$ cat config.mk
export PLATFORM = sky130hd
export DESIGN_NAME = fp_compare_pipe
export DESIGN_NICKNAME = d
export VERILOG_FILES = /design/src/rtl/fp_pkg.sv /design/src/rtl/fp_classify.sv /design/src/rtl/fp_compare_pipe.sv
export SDC_FILE = /design/constraint.sdc
export NUM_CORES = 1
export LEC_CHECK = 0
export ABC_AREA = 1
export BUFFER_PORTS_ARGS = -buffer_cell sky130_fd_sc_hd__buf_2
export CAP_MARGIN = 20
export CORE_MARGIN = 2
export CORE_UTILIZATION = 50
export DETAILED_ROUTE_END_ITERATION = 10
export GPL_TIMING_DRIVEN = 0
export PLACE_DENSITY = 0.89
export SKIP_CTS_REPAIR_TIMING = 1
export SYNTH_ARGS = -nofsm -noshare
export SYNTH_HDL_FRONTEND = slang
export SYNTH_SLANG_ARGS = --single-unit
export TNS_END_PERCENT = 100
$ cat constraint.sdc
create_clock -name in_clk -period 2.9 [get_ports in_clk]
set_input_delay 0.145 -clock in_clk [delete_from_list [all_inputs] [get_ports in_clk]]
set_output_delay 0.145 -clock in_clk [all_outputs]
set_load 0.02 [all_outputs]
$ cat src/rtl/fp_pkg.sv
// Shared FP64 definitions for the FP unit compare path.
// Holds field positions of the IEEE-754 double format, the all-ones exponent
// pattern and the compare opcode encoding used by fp_compare_pipe.
package fp_pkg;

    localparam int unsigned FP_SIGN     = 63;
    localparam int unsigned FP_EXP_MSB  = 62;
    localparam int unsigned FP_EXP_LSB  = 52;
    localparam int unsigned FP_MAN_MSB  = 51;
    localparam int unsigned FP_MAN_LSB  = 0;
    // Mantissa MSB distinguishes quiet (1) from signalling (0) NaNs.
    localparam int unsigned FP_QNAN_BIT = 51;

    localparam logic [10:0] EXP_ALL_ONES = 11'h7FF;

    typedef enum logic [1:0] {
        FP_CMP_FLE = 2'b00,
        FP_CMP_FLT = 2'b01,
        FP_CMP_FEQ = 2'b10,
        FP_CMP_RSV = 2'b11
    } fp_cmp_op_e;

endpackage

$ cat src/rtl/fp_classify.sv
// Combinational FP64 operand classifier.
// Ports:
//   in_num       - FP64 operand
//   out_is_neg   - sign bit
//   out_is_nan   - exponent all ones and mantissa non-zero
//   out_is_snan  - NaN with the quiet bit clear
//   out_is_zero  - +0 or -0 (bits 62:0 all zero)
module fp_classify
    import fp_pkg::*;
(
    input  logic [63:0] in_num,
    output logic        out_is_neg,
    output logic        out_is_nan,
    output logic        out_is_snan,
    output logic        out_is_zero
);

    logic [10:0] exp_f;
    logic [51:0] man_f;

    always_comb begin
        exp_f       = in_num[FP_EXP_MSB:FP_EXP_LSB];
        man_f       = in_num[FP_MAN_MSB:FP_MAN_LSB];
        out_is_neg  = in_num[FP_SIGN];
        out_is_nan  = (exp_f == EXP_ALL_ONES) && (man_f != '0);
        out_is_snan = out_is_nan && !in_num[FP_QNAN_BIT];
        out_is_zero = (exp_f == '0) && (man_f == '0);
    end

endmodule

$ cat src/rtl/fp_compare_pipe.sv
// Two-stage pipelined FP64 compare (FLE / FLT / FEQ) with valid/ready on
// both sides. Stage 1 classifies operands and does the magnitude compares;
// stage 2 resolves sign handling, NaN rules and the opcode.
// Ports:
//   in_clk, in_rst (async, active high), in_flush (sync, kills in-flight ops)
//   in_valid / out_ready      - upstream handshake
//   in_numA, in_numB          - FP64 operands
//   in_ctrl_op                - 00 FLE, 01 FLT, 10 FEQ, 11 reserved
//   in_tag                    - opaque tag returned with the result
//   out_valid / in_ready      - downstream handshake
//   out_data                  - zero-extended boolean result
//   out_flag_nv               - invalid-operation flag
//   out_flag_illegal          - reserved opcode was issued
//   out_tag                   - tag of the result
module fp_compare_pipe
    import fp_pkg::*;
#(
    parameter int unsigned DATA_WIDTH = 64,
    parameter int unsigned TAG_WIDTH  = 5
) (
    input  logic                  in_clk,
    input  logic                  in_rst,
    input  logic                  in_flush,
    input  logic                  in_valid,
    output logic                  out_ready,
    input  logic [DATA_WIDTH-1:0] in_numA,
    input  logic [DATA_WIDTH-1:0] in_numB,
    input  logic [1:0]            in_ctrl_op,
    input  logic [TAG_WIDTH-1:0]  in_tag,
    output logic                  out_valid,
    input  logic                  in_ready,
    output logic [DATA_WIDTH-1:0] out_data,
    output logic                  out_flag_nv,
    output logic                  out_flag_illegal,
    output logic [TAG_WIDTH-1:0]  out_tag
);

    typedef struct packed {
        logic                 nan_a;
        logic                 snan_a;
        logic                 nan_b;
        logic                 snan_b;
        logic                 both_zero;
        logic                 sign_a;
        logic                 sign_b;
        logic                 mag_lt;
        logic                 mag_eq;
        fp_cmp_op_e           op;
        logic [TAG_WIDTH-1:0] tag;
    } s1_t;

    logic neg_a, nan_a, snan_a, zero_a;
    logic neg_b, nan_b, snan_b, zero_b;

    fp_classify u_cls_a (
        .in_num      (in_numA),
        .out_is_neg  (neg_a),
        .out_is_nan  (nan_a),
        .out_is_snan (snan_a),
        .out_is_zero (zero_a)
    );

    fp_classify u_cls_b (
        .in_num      (in_numB),
        .out_is_neg  (neg_b),
        .out_is_nan  (nan_b),
        .out_is_snan (snan_b),
        .out_is_zero (zero_b)
    );

    logic                 s1_valid_q, s1_valid_d;
    s1_t                  s1_q, s1_d;
    logic                 s2_valid_q, s2_valid_d;
    logic                 res_q, res_d;
    logic                 nv_q, nv_d;
    logic                 ill_q, ill_d;
    logic [TAG_WIDTH-1:0] tag_q, tag_d;

    logic adv1, adv2;
    logic any_nan, eq, lt;

    always_comb begin
        adv2 = !s2_valid_q || in_ready;
        adv1 = !s1_valid_q || adv2;

        // Stage 1
        s1_d = s1_q;
        if (adv1) begin
            s1_d.nan_a     = nan_a;
            s1_d.snan_a    = snan_a;
            s1_d.nan_b     = nan_b;
            s1_d.snan_b    = snan_b;
            s1_d.both_zero = zero_a && zero_b;
            s1_d.sign_a    = neg_a;
            s1_d.sign_b    = neg_b;
            s1_d.mag_lt    = in_numA[DATA_WIDTH-2:0] <  in_numB[DATA_WIDTH-2:0];
            s1_d.mag_eq    = in_numA[DATA_WIDTH-2:0] == in_numB[DATA_WIDTH-2:0];
            s1_d.op        = fp_cmp_op_e'(in_ctrl_op);
            s1_d.tag       = in_tag;
        end

        if (in_flush)  s1_valid_d = 1'b0;
        else if (adv1) s1_valid_d = in_valid;
        else           s1_valid_d = s1_valid_q;

        // Stage 2 compare resolution
        any_nan = s1_q.nan_a || s1_q.nan_b;
        eq = s1_q.both_zero || ((s1_q.sign_a == s1_q.sign_b) && s1_q.mag_eq);
        if (s1_q.sign_a != s1_q.sign_b) lt = s1_q.sign_a && !s1_q.both_zero;
        else if (!s1_q.sign_a)          lt = s1_q.mag_lt;
        else                            lt = !s1_q.mag_lt && !s1_q.mag_eq;
        if (any_nan) begin
            eq = 1'b0;
            lt = 1'b0;
        end

        res_d = res_q;
        nv_d  = nv_q;
        ill_d = ill_q;
        tag_d = tag_q;
        if (adv2) begin
            tag_d = s1_q.tag;
            ill_d = 1'b0;
            case (s1_q.op)
                FP_CMP_FLE: begin res_d = lt || eq; nv_d = any_nan; end
                FP_CMP_FLT: begin res_d = lt;       nv_d = any_nan; end
                FP_CMP_FEQ: begin res_d = eq;       nv_d = s1_q.snan_a || s1_q.snan_b; end
                default:    begin res_d = 1'b0;     nv_d = 1'b0; ill_d = 1'b1; end
            endcase
        end

        if (in_flush)  s2_valid_d = 1'b0;
        else if (adv2) s2_valid_d = s1_valid_q;
        else           s2_valid_d = s2_valid_q;
    end

    always_ff @(posedge in_clk or posedge in_rst) begin
        if (in_rst) begin
            s1_valid_q <= 1'b0;
            s1_q       <= '0;
            s2_valid_q <= 1'b0;
            res_q      <= 1'b0;
            nv_q       <= 1'b0;
            ill_q      <= 1'b0;
            tag_q      <= '0;
        end else begin
            s1_valid_q <= s1_valid_d;
            s1_q       <= s1_d;
            s2_valid_q <= s2_valid_d;
            res_q      <= res_d;
            nv_q       <= nv_d;
            ill_q      <= ill_d;
            tag_q      <= tag_d;
        end
    end

    assign out_ready        = adv1;
    assign out_valid        = s2_valid_q;
    assign out_data         = {{(DATA_WIDTH-1){1'b0}}, res_q};
    assign out_flag_nv      = nv_q;
    assign out_flag_illegal = ill_q;
    assign out_tag          = tag_q;

endmodule

* Yosys cells after proc, flatten, opt, wreduce, memory -nomap -nowiden
Index checks and enable logic that the tools add are counted.
** Word-level totals
- Register bits after elaboration :: 26
- Bits of input ports :: 140
** Cells by class
- Mux-type cells :: 11
- Reduce and logical (&&, ||, !) cells :: 34
- Equality and inequality tests :: 7
- Magnitude comparators :: 1
** Operators by type and width (number)
- 52-bit zero test :: 2
- 52-bit nonzero test :: 2
- 63-bit == test :: 1
- 63-bit < comparator :: 1
- 11-bit == test, second input constant :: 2
- 11-bit zero test :: 2
- 1-bit logical AND :: 10
- 1-bit 2-to-1 mux :: 9
- 1-bit zero test :: 7
- 1-bit logical OR :: 6
- 2-bit nonzero test :: 2
- 1-bit case mux with 3 select lines :: 1
- 3-bit OR reduction :: 1
- 2-bit by 1-bit == test with 1-bit output, second input constant :: 1
- 2-bit == test, second input constant :: 1
- 2-bit zero test :: 1
- 1-bit case mux with 2 select lines :: 1
- 2-bit OR reduction :: 1
- 1-bit == test :: 1
- 1-bit inequality test :: 1

* Depth between registers and ports, before layout
Gate-level depths: netlist of the first run.
- Depth in word-level cells :: 7
- Depth in mapped cells :: 14
- Mapped depth without buffers :: 14

* Modules after synthesis
From an unflattened synthesis of the first run, not the netlist that was laid out.
** Second synthesis, totals
- Cell total of the unflattened synthesis :: 631
- Area total of the unflattened synthesis :: 3933.8 sq um
** By module, submodules not included
- fp_compare_pipe :: cells an instance 505, instances 1, sequential area each 650.6 sq um, area an instance 3405.8 sq um
- fp_classify :: cells an instance 63, instances 2, sequential area each 0.0 sq um, area an instance 264.0 sq um

* Worst setup path after synthesis of the first run
Ideal clock, no wire load.
- Path kind :: input-to-reg
- Start :: input port in_numB[61]
- End :: register s1_q[8] (netlist name)
- Buffers on the path :: 0
- Setup slack :: 1.667 ns
- Library setup time :: 0.116 ns
- Cell stages on the path :: 11
- Arrival time :: 1.116 ns
- Cells stage by stage :: inv_1 ha_1 nand2_2 nor2_4 nand2_2 nor3_2 nand2_1 nor3_2 nand2_1 nand2_1 nand2_1
** Between the ends
- Word-level cells in the longest chain between the ends :: 1
** Ends and longest elaborated chain
- start: declaration :: RTL line fp_compare_pipe.sv:27 : input logic [DATA_WIDTH-1:0] in_numB,
- 63-bit < comparator :: RTL line fp_compare_pipe.sv:96 : s1_d.mag_lt = in_numA[DATA_WIDTH-2:0] < in_numB[DATA_WIDTH-2:0];
- end signal: assignment :: RTL line fp_compare_pipe.sv:140 : s1_q <= '0;
- end signal: assignment :: RTL line fp_compare_pipe.sv:148 : s1_q <= s1_d;
- end: declaration :: RTL line fp_compare_pipe.sv:72 : s1_t s1_q, s1_d;
Every way passes these cells.
A chain may end at the register's enable or synchronous reset.

* Worst setup path in the final report of the first run
- Start :: register s2_valid_q, in the netlist out_valid
- End :: output port out_ready
** Between the ends
- Word-level cells in the longest chain between the ends :: 3
** Ends and longest elaborated chain
- start: declaration :: RTL line fp_compare_pipe.sv:73 : logic s2_valid_q, s2_valid_d;
- start signal: assignment :: RTL line fp_compare_pipe.sv:149 : s2_valid_q <= s2_valid_d;
- 1-bit zero test :: RTL line fp_compare_pipe.sv:83 : adv2 = !s2_valid_q || in_ready;
- 1-bit logical OR :: RTL line fp_compare_pipe.sv:83
- 1-bit logical OR :: RTL line fp_compare_pipe.sv:84 : adv1 = !s1_valid_q || adv2;
- end: declaration :: RTL line fp_compare_pipe.sv:25 : output logic out_ready,
Every way passes these cells.

==> results.toml, run 1 <==
[critical_path]
cp.required_ns = 2.76
cp_slowest_stage_delay_ns = 0.41
cp_slowest_cell = "dfrtp_1"
cp_common_cell = "buf_2"
crit_path_end_kind = "output port"
rrSetupSlack_ns = 1.56
crit_type = "flop to output port"
cp_max_fo = 10
critPathLaunchType = "flop"
worstPathCellList = "nand3_2, buf_4, buf_2, buf_2"
arrival_ns = 1.43

[floorplan]
chipWidth_um = 91.6
initial_core_util_pct = 52.3
dieArea_mm2 = 0.00839
core_area_mm2 = 0.00733
ioPinCount = 213
rows = 31
die_h_um = 91.6

[global_route]
grt_use_total_pct = 24.5
grt_max_degree = 27
grt_pass1_wl_um = 17200
grt_pass1_vias = 4082
overflow = 0
antenna_found_initial = 0

[detailed_routing]
postRouteAntennaNets = 0
num_vias = 4228
wirelength_um = 10500
drc = 0
drt_iter0_markers = 155
via_per_inst = 4.68
wl_per_cell_um = 11.7
dr.pass1.iters = 4

[place]
dp_hpwl_um = 9550
place_congestion = 0.904
port-buffer-count = 149
dpl_cell_area_mm2 = 0.00494

[synth]
synth_seq_area_share_pct = 17.0
netlist_instances = 591
yosysWarnings = 0
avgSynthCellArea_um2 = 6.49
ys_types = 28
yosys_register_bits = 26
syn_area_mm2 = 0.00383

[flow_run]
drv_cap = 0

[timing]
relSlewSlack_pct = 38.3
final.setup_skew_ns = 0.00345
fmax_mhz = 634
worstMarginPinSlew_ns = 0.925
hold-worst-slack_ns = 0.0381
final.min_clock_period_ns = 1.58
setup_viol = 0
fin_crit_sh_pct = 54.4
rsz0062_at_grt = "no"
slew_violations = 0
finalSetupTns_ns = 0
finalHoldViolCount = 0

[cts]
clk_latency_ns = 0.26
clk_pin_slew_ns = 0.08
clockRootBuffer = "clkbuf_8"
cts_tree = "done"
numCtsBuffers = 3
cts_buffer_depth = 2
htree_levels = 1
cts_sinks = 26

[cells_and_area]
nNetsFinal = 1010
design_area_mm2 = 0.00498
syn2layout_area_growth_pct = 29.8
mostFrequentLayoutCells = "151 x nand2_1, 151 x buf_2, 89 x inv_1, 65 x buf_4"
antenna_cells = 0
drive_gt1_share_pct = 31.7
num-fill-cells = 650

[power]
vdd_drop_max_uv = 139
p_leak_uw = 0.00312
powerDensity_mw_per_mm2 = 239

[min_path]
min_path_type = "input pin to flop"

[status]
status = "complete, no violations"
area by class of cell:
type / count / area (um2) / area share [%]
Inverter: 110 / 413 / 8.29
Timing Repair Buffer: 149 / 746 / 15.0
Tap cell: 99 / 124 / 2.49
Multi-Input combinational cell: 450 / 2510 / 50.3
Clock buffer: 3 / 41.3 / 0.829
Sequential cell: 26 / 651 / 13.1
Buffer: 67 / 498 / 10.0
synthesized netlist by cell type, drive strengths merged:
library cell | n | area, um2
o211ai | 1 | 7.51
conb | 1 | 3.75
nand4 | 20 | 125
buf | 67 | 498
nor4 | 12 | 75.1
dfrtp | 26 | 651
nand2 | 153 | 579
a31oi | 1 | 6.26
a21oi | 22 | 114
nand3b | 1 | 7.51
nor3 | 11 | 70.1
o22ai | 1 | 6.26
ha | 63 | 788
a21o | 2 | 15.0
nor2 | 62 | 243
inv | 110 | 413
o21ai | 10 | 50.1
nand3 | 22 | 115
mux2 | 6 | 67.6
worst max-delay path: cells and delay by family, from the launching register on:
family	cells	cell delay, ns
flip-flops	1	0.41
buffers and inverters	3	0.65
AND/OR/NAND/NOR	1	0.11
where the power goes:
| part | internal [uW] | switching [uW] | leakage [uW] | total [uW] |
|---|---|---|---|---|
| clock | 92.9 | 100 | 0.0000216 | 193 |
| sequential | 383 | 12.4 | 0.000323 | 395 |
| combinational | 254 | 349 | 0.00277 | 602 |
| total | 729 | 461 | 0.00312 | 1190 |
kinds of logic (layout without fill, tap and decap cells):
family	after synthesis	in the layout	synth area share [%]
simple gates	281	281	31.7
buf+inv	177	329	23.8
fa+ha+maj	63	63	20.6
compound gates	37	37	5.19
flops	26	26	17.0
mux	6	6	1.76
other cells	1	63	0.0978
through the flow:
stage | setup slack (ns) | power [uW] | utilization [%] | cells
4_1_cts | 1.32 | 1190 | 67.9 | 904
3_5_place_dp | 1.38 | 995 | 67.3 | 901
5_1_grt | 1.25 | 1290 | 67.9 | 904
6_report | 1.32 | 1190 | 67.9 | 904
3_3_place_gp | 1.37 | 978 | 67.3 | 901
2_1_floorplan | 1.67 | 794 | - | 653
routing by layer:
| metal | global-route usage (%) | share of wire [%] | up-vias |
|---|---|---|---|
| met2 | 46.9 | 51 | 169 |
| met3 | 2.74 | 6.6 | 21 |
| met1 | 28.4 | 41 | 1861 |
| met4 | 6.94 | 2.1 | 0 |
| li1 | - | - | 2177 |
| met5 | 0 | 0 | - |
registers in the layout, summed over array words and instances, names as in the netlist:
name	cells
out_flag_nv	1
out_valid	1
out_flag_illegal	1
s1_q	16
out_tag	5
s1_valid_q	1
res_q	1
worst paths after layout:
check,end,cells after the start,start
min reg2reg,s1_q[4],2,s1_q[4]
min,out_valid,2,in_flush
max in group asynchronous,s1_q[12],2,in_rst
min in group asynchronous,out_tag[3],2,in_rst
max reg2reg,s1_q[12],6,out_valid
max,out_ready,4,out_valid
(Power assumes the default switching activity.)
==> run 2, diff against run 1 <==
--- a/config.mk
+++ b/config.mk
@@ -9,10 +9,10 @@
 export BUFFER_PORTS_ARGS = -buffer_cell sky130_fd_sc_hd__buf_2
 export CAP_MARGIN = 20
 export CORE_MARGIN = 2
-export CORE_UTILIZATION = 50
+export CORE_UTILIZATION = 42
 export DETAILED_ROUTE_END_ITERATION = 10
 export GPL_TIMING_DRIVEN = 0
-export PLACE_DENSITY = 0.89
+export PLACE_DENSITY = 0.79
 export SKIP_CTS_REPAIR_TIMING = 1
 export SYNTH_ARGS = -nofsm -noshare
 export SYNTH_HDL_FRONTEND = slang
==> constraint.sdc (replaced) <==
create_clock -name in_clk -period 1.4 [get_ports in_clk]
set_input_delay 0.07 -clock in_clk [delete_from_list [all_inputs] [get_ports in_clk]]
set_output_delay 0.07 -clock in_clk [all_outputs]
set_load 0.02 [all_outputs]
==> run 2 against run 1 <==
Effect of this change: the flow now finishes with violations (negative hold slack); final area rose by 0.68%; sequential power rose by 110%; critical path depth did not move; hold slack got worse by 0.044 ns; wire length fell by 6.3%; critical path type unchanged; critical endpoint unchanged; largest cell class unchanged; highest routed layer unchanged.
==> results.toml, run 2 (synthesis gave the netlist of run 1 again) <==
[place]
port-buffer-count = 149
place_congestion = 0.861
post-place-cells = 910
dp_hpwl_um = 9040
dpl_cell_area_mm2 = 0.00495

[power]
powerDensity_mw_per_mm2 = 491
vdd_drop_max_uv = 267
power_uw = 2460
p_leak_uw = 0.00313

[cells_and_area]
final_cells = 914
syn2layout_area_growth_pct = 30.7
antenna_cells = 0
design_area_mm2 = 0.00501
multi_input_area_mm2 = 0.00251
mostFrequentLayoutCells = "151 x nand2_1, 149 x buf_2, 89 x inv_1, 65 x buf_4"
nNetsFinal = 1011
final-seq-area_um2 = 651
top_register = "s1_q"
final_common_cell = "nand2_1"
drive_gt1_share_pct = 31.6
num-fill-cells = 898
largest_reg_flops = 16

[global_route]
grt_max_degree = 27
grt_pass1_vias = 3863
grt_pass1_wl_um = 16000
antenna_found_initial = 0
overflow = 0
grt_use_total_pct = 19.2

[floorplan]
initial_core_util_pct = 43.5
dieArea_mm2 = 0.00991
ioPinCount = 213
chipWidth_um = 99.6
core_area_mm2 = 0.00881
die_h_um = 99.6
rows = 34

[critical_path]
critPathLaunchType = "flop"
cp.required_ns = 1.33
crit_type = "flop to output port"
cp_max_fo = 10
crit_path_end_kind = "output port"
rrSetupSlack_ns = 0.12
arrival_ns = 1.28

[timing]
fin_crit_sh_pct = 96.4
finalSetupTns_ns = 0
hold-worst-slack_ns = -0.00560
relSlewSlack_pct = 38.4
final.min_clock_period_ns = 1.35
finalHoldViolCount = 26
rsz0062_at_grt = "no"
fmax_mhz = 741
final.setup_skew_ns = 0.00170
worstMarginPinSlew_ns = 0.923
setup_viol = 0
slew_violations = 0

[cts]
cts_sinks = 26
numCtsBuffers = 3
clk_pin_slew_ns = 0.08
clk_latency_ns = 0.27
clockRootBuffer = "clkbuf_8"
htree_levels = 1
cts_tree = "done"
cts_buffer_depth = 2

[status]
status = "complete, but fails checks"
violations = "negative hold slack"

[detailed_routing]
wl_met3_um = 576
drt_iter0_markers = 78
met2WireLength_um = 5020
num_vias = 4033
dr.pass1.iters = 4
drc = 0
wl_met1_um = 4160
postRouteAntennaNets = 0
via_per_inst = 4.41
wirelength_um = 9870
dr.max_layer_used = "met4"
wl_per_cell_um = 10.8

[min_path]
min_path_type = "input pin to asynchronous set/reset pin"

[flow_run]
drv_cap = 0
## run 2: final timing paths
kind | startpoint | cells past startpoint | end
worst max-delay path | out_valid | 4 | out_ready
worst min-delay path | in_rst | 2 | s1_q[3]
worst max register to register | out_valid | 6 | s1_q[12]
worst min register to register | s1_q[3] | 2 | s1_q[3]
max in group asynchronous | in_rst | 2 | s1_q[6]
min in group in_clk | in_tag[3] | 3 | s1_q[3]
## run 2: report_power, final
group	leakage [uW]	switching, uW	internal, uW	total (uW)
Clock	0.0000216	216	193	409
Combinational	0.00278	707	526	1230
Sequential	0.000323	24.5	793	817
## run 2: final cells by class
cell class / instances / share of cell area (%)
plain buffers: 67 / 10.1
repair buffers: 150 / 15.1
inverters: 110 / 8.24
multi-input cells: 450 / 50.0
well taps: 108 / 2.70
flip-flops and latches: 26 / 13.0
clock buffers: 3 / 0.824
## run 2: stage by stage
step | setup WS (ns) | utilization (%)
detailed placement | -0.0140 | 56.2
floorplan | 0.185 | -
finish | 0.0505 | 56.9
global route | 0.00805 | 56.9
global placement | -0.0224 | 56.2
CTS | -0.117 | 56.7
## run 2: routing by layer
layer | vias to the layer above | GRT usage [%]
li1 | 2180 | -
met5 | - | 0
met4 | 0 | 3.90
met3 | 11 | 2.11
met1 | 1717 | 22.4
met2 | 125 | 37.5
## run 2: worst max-delay path: stages (launching register included)
cell and delay (ns):
dfrtp_1 0.41, nand3_2 0.14, buf_6 0.17, buf_6 0.14, buf_4 0.15
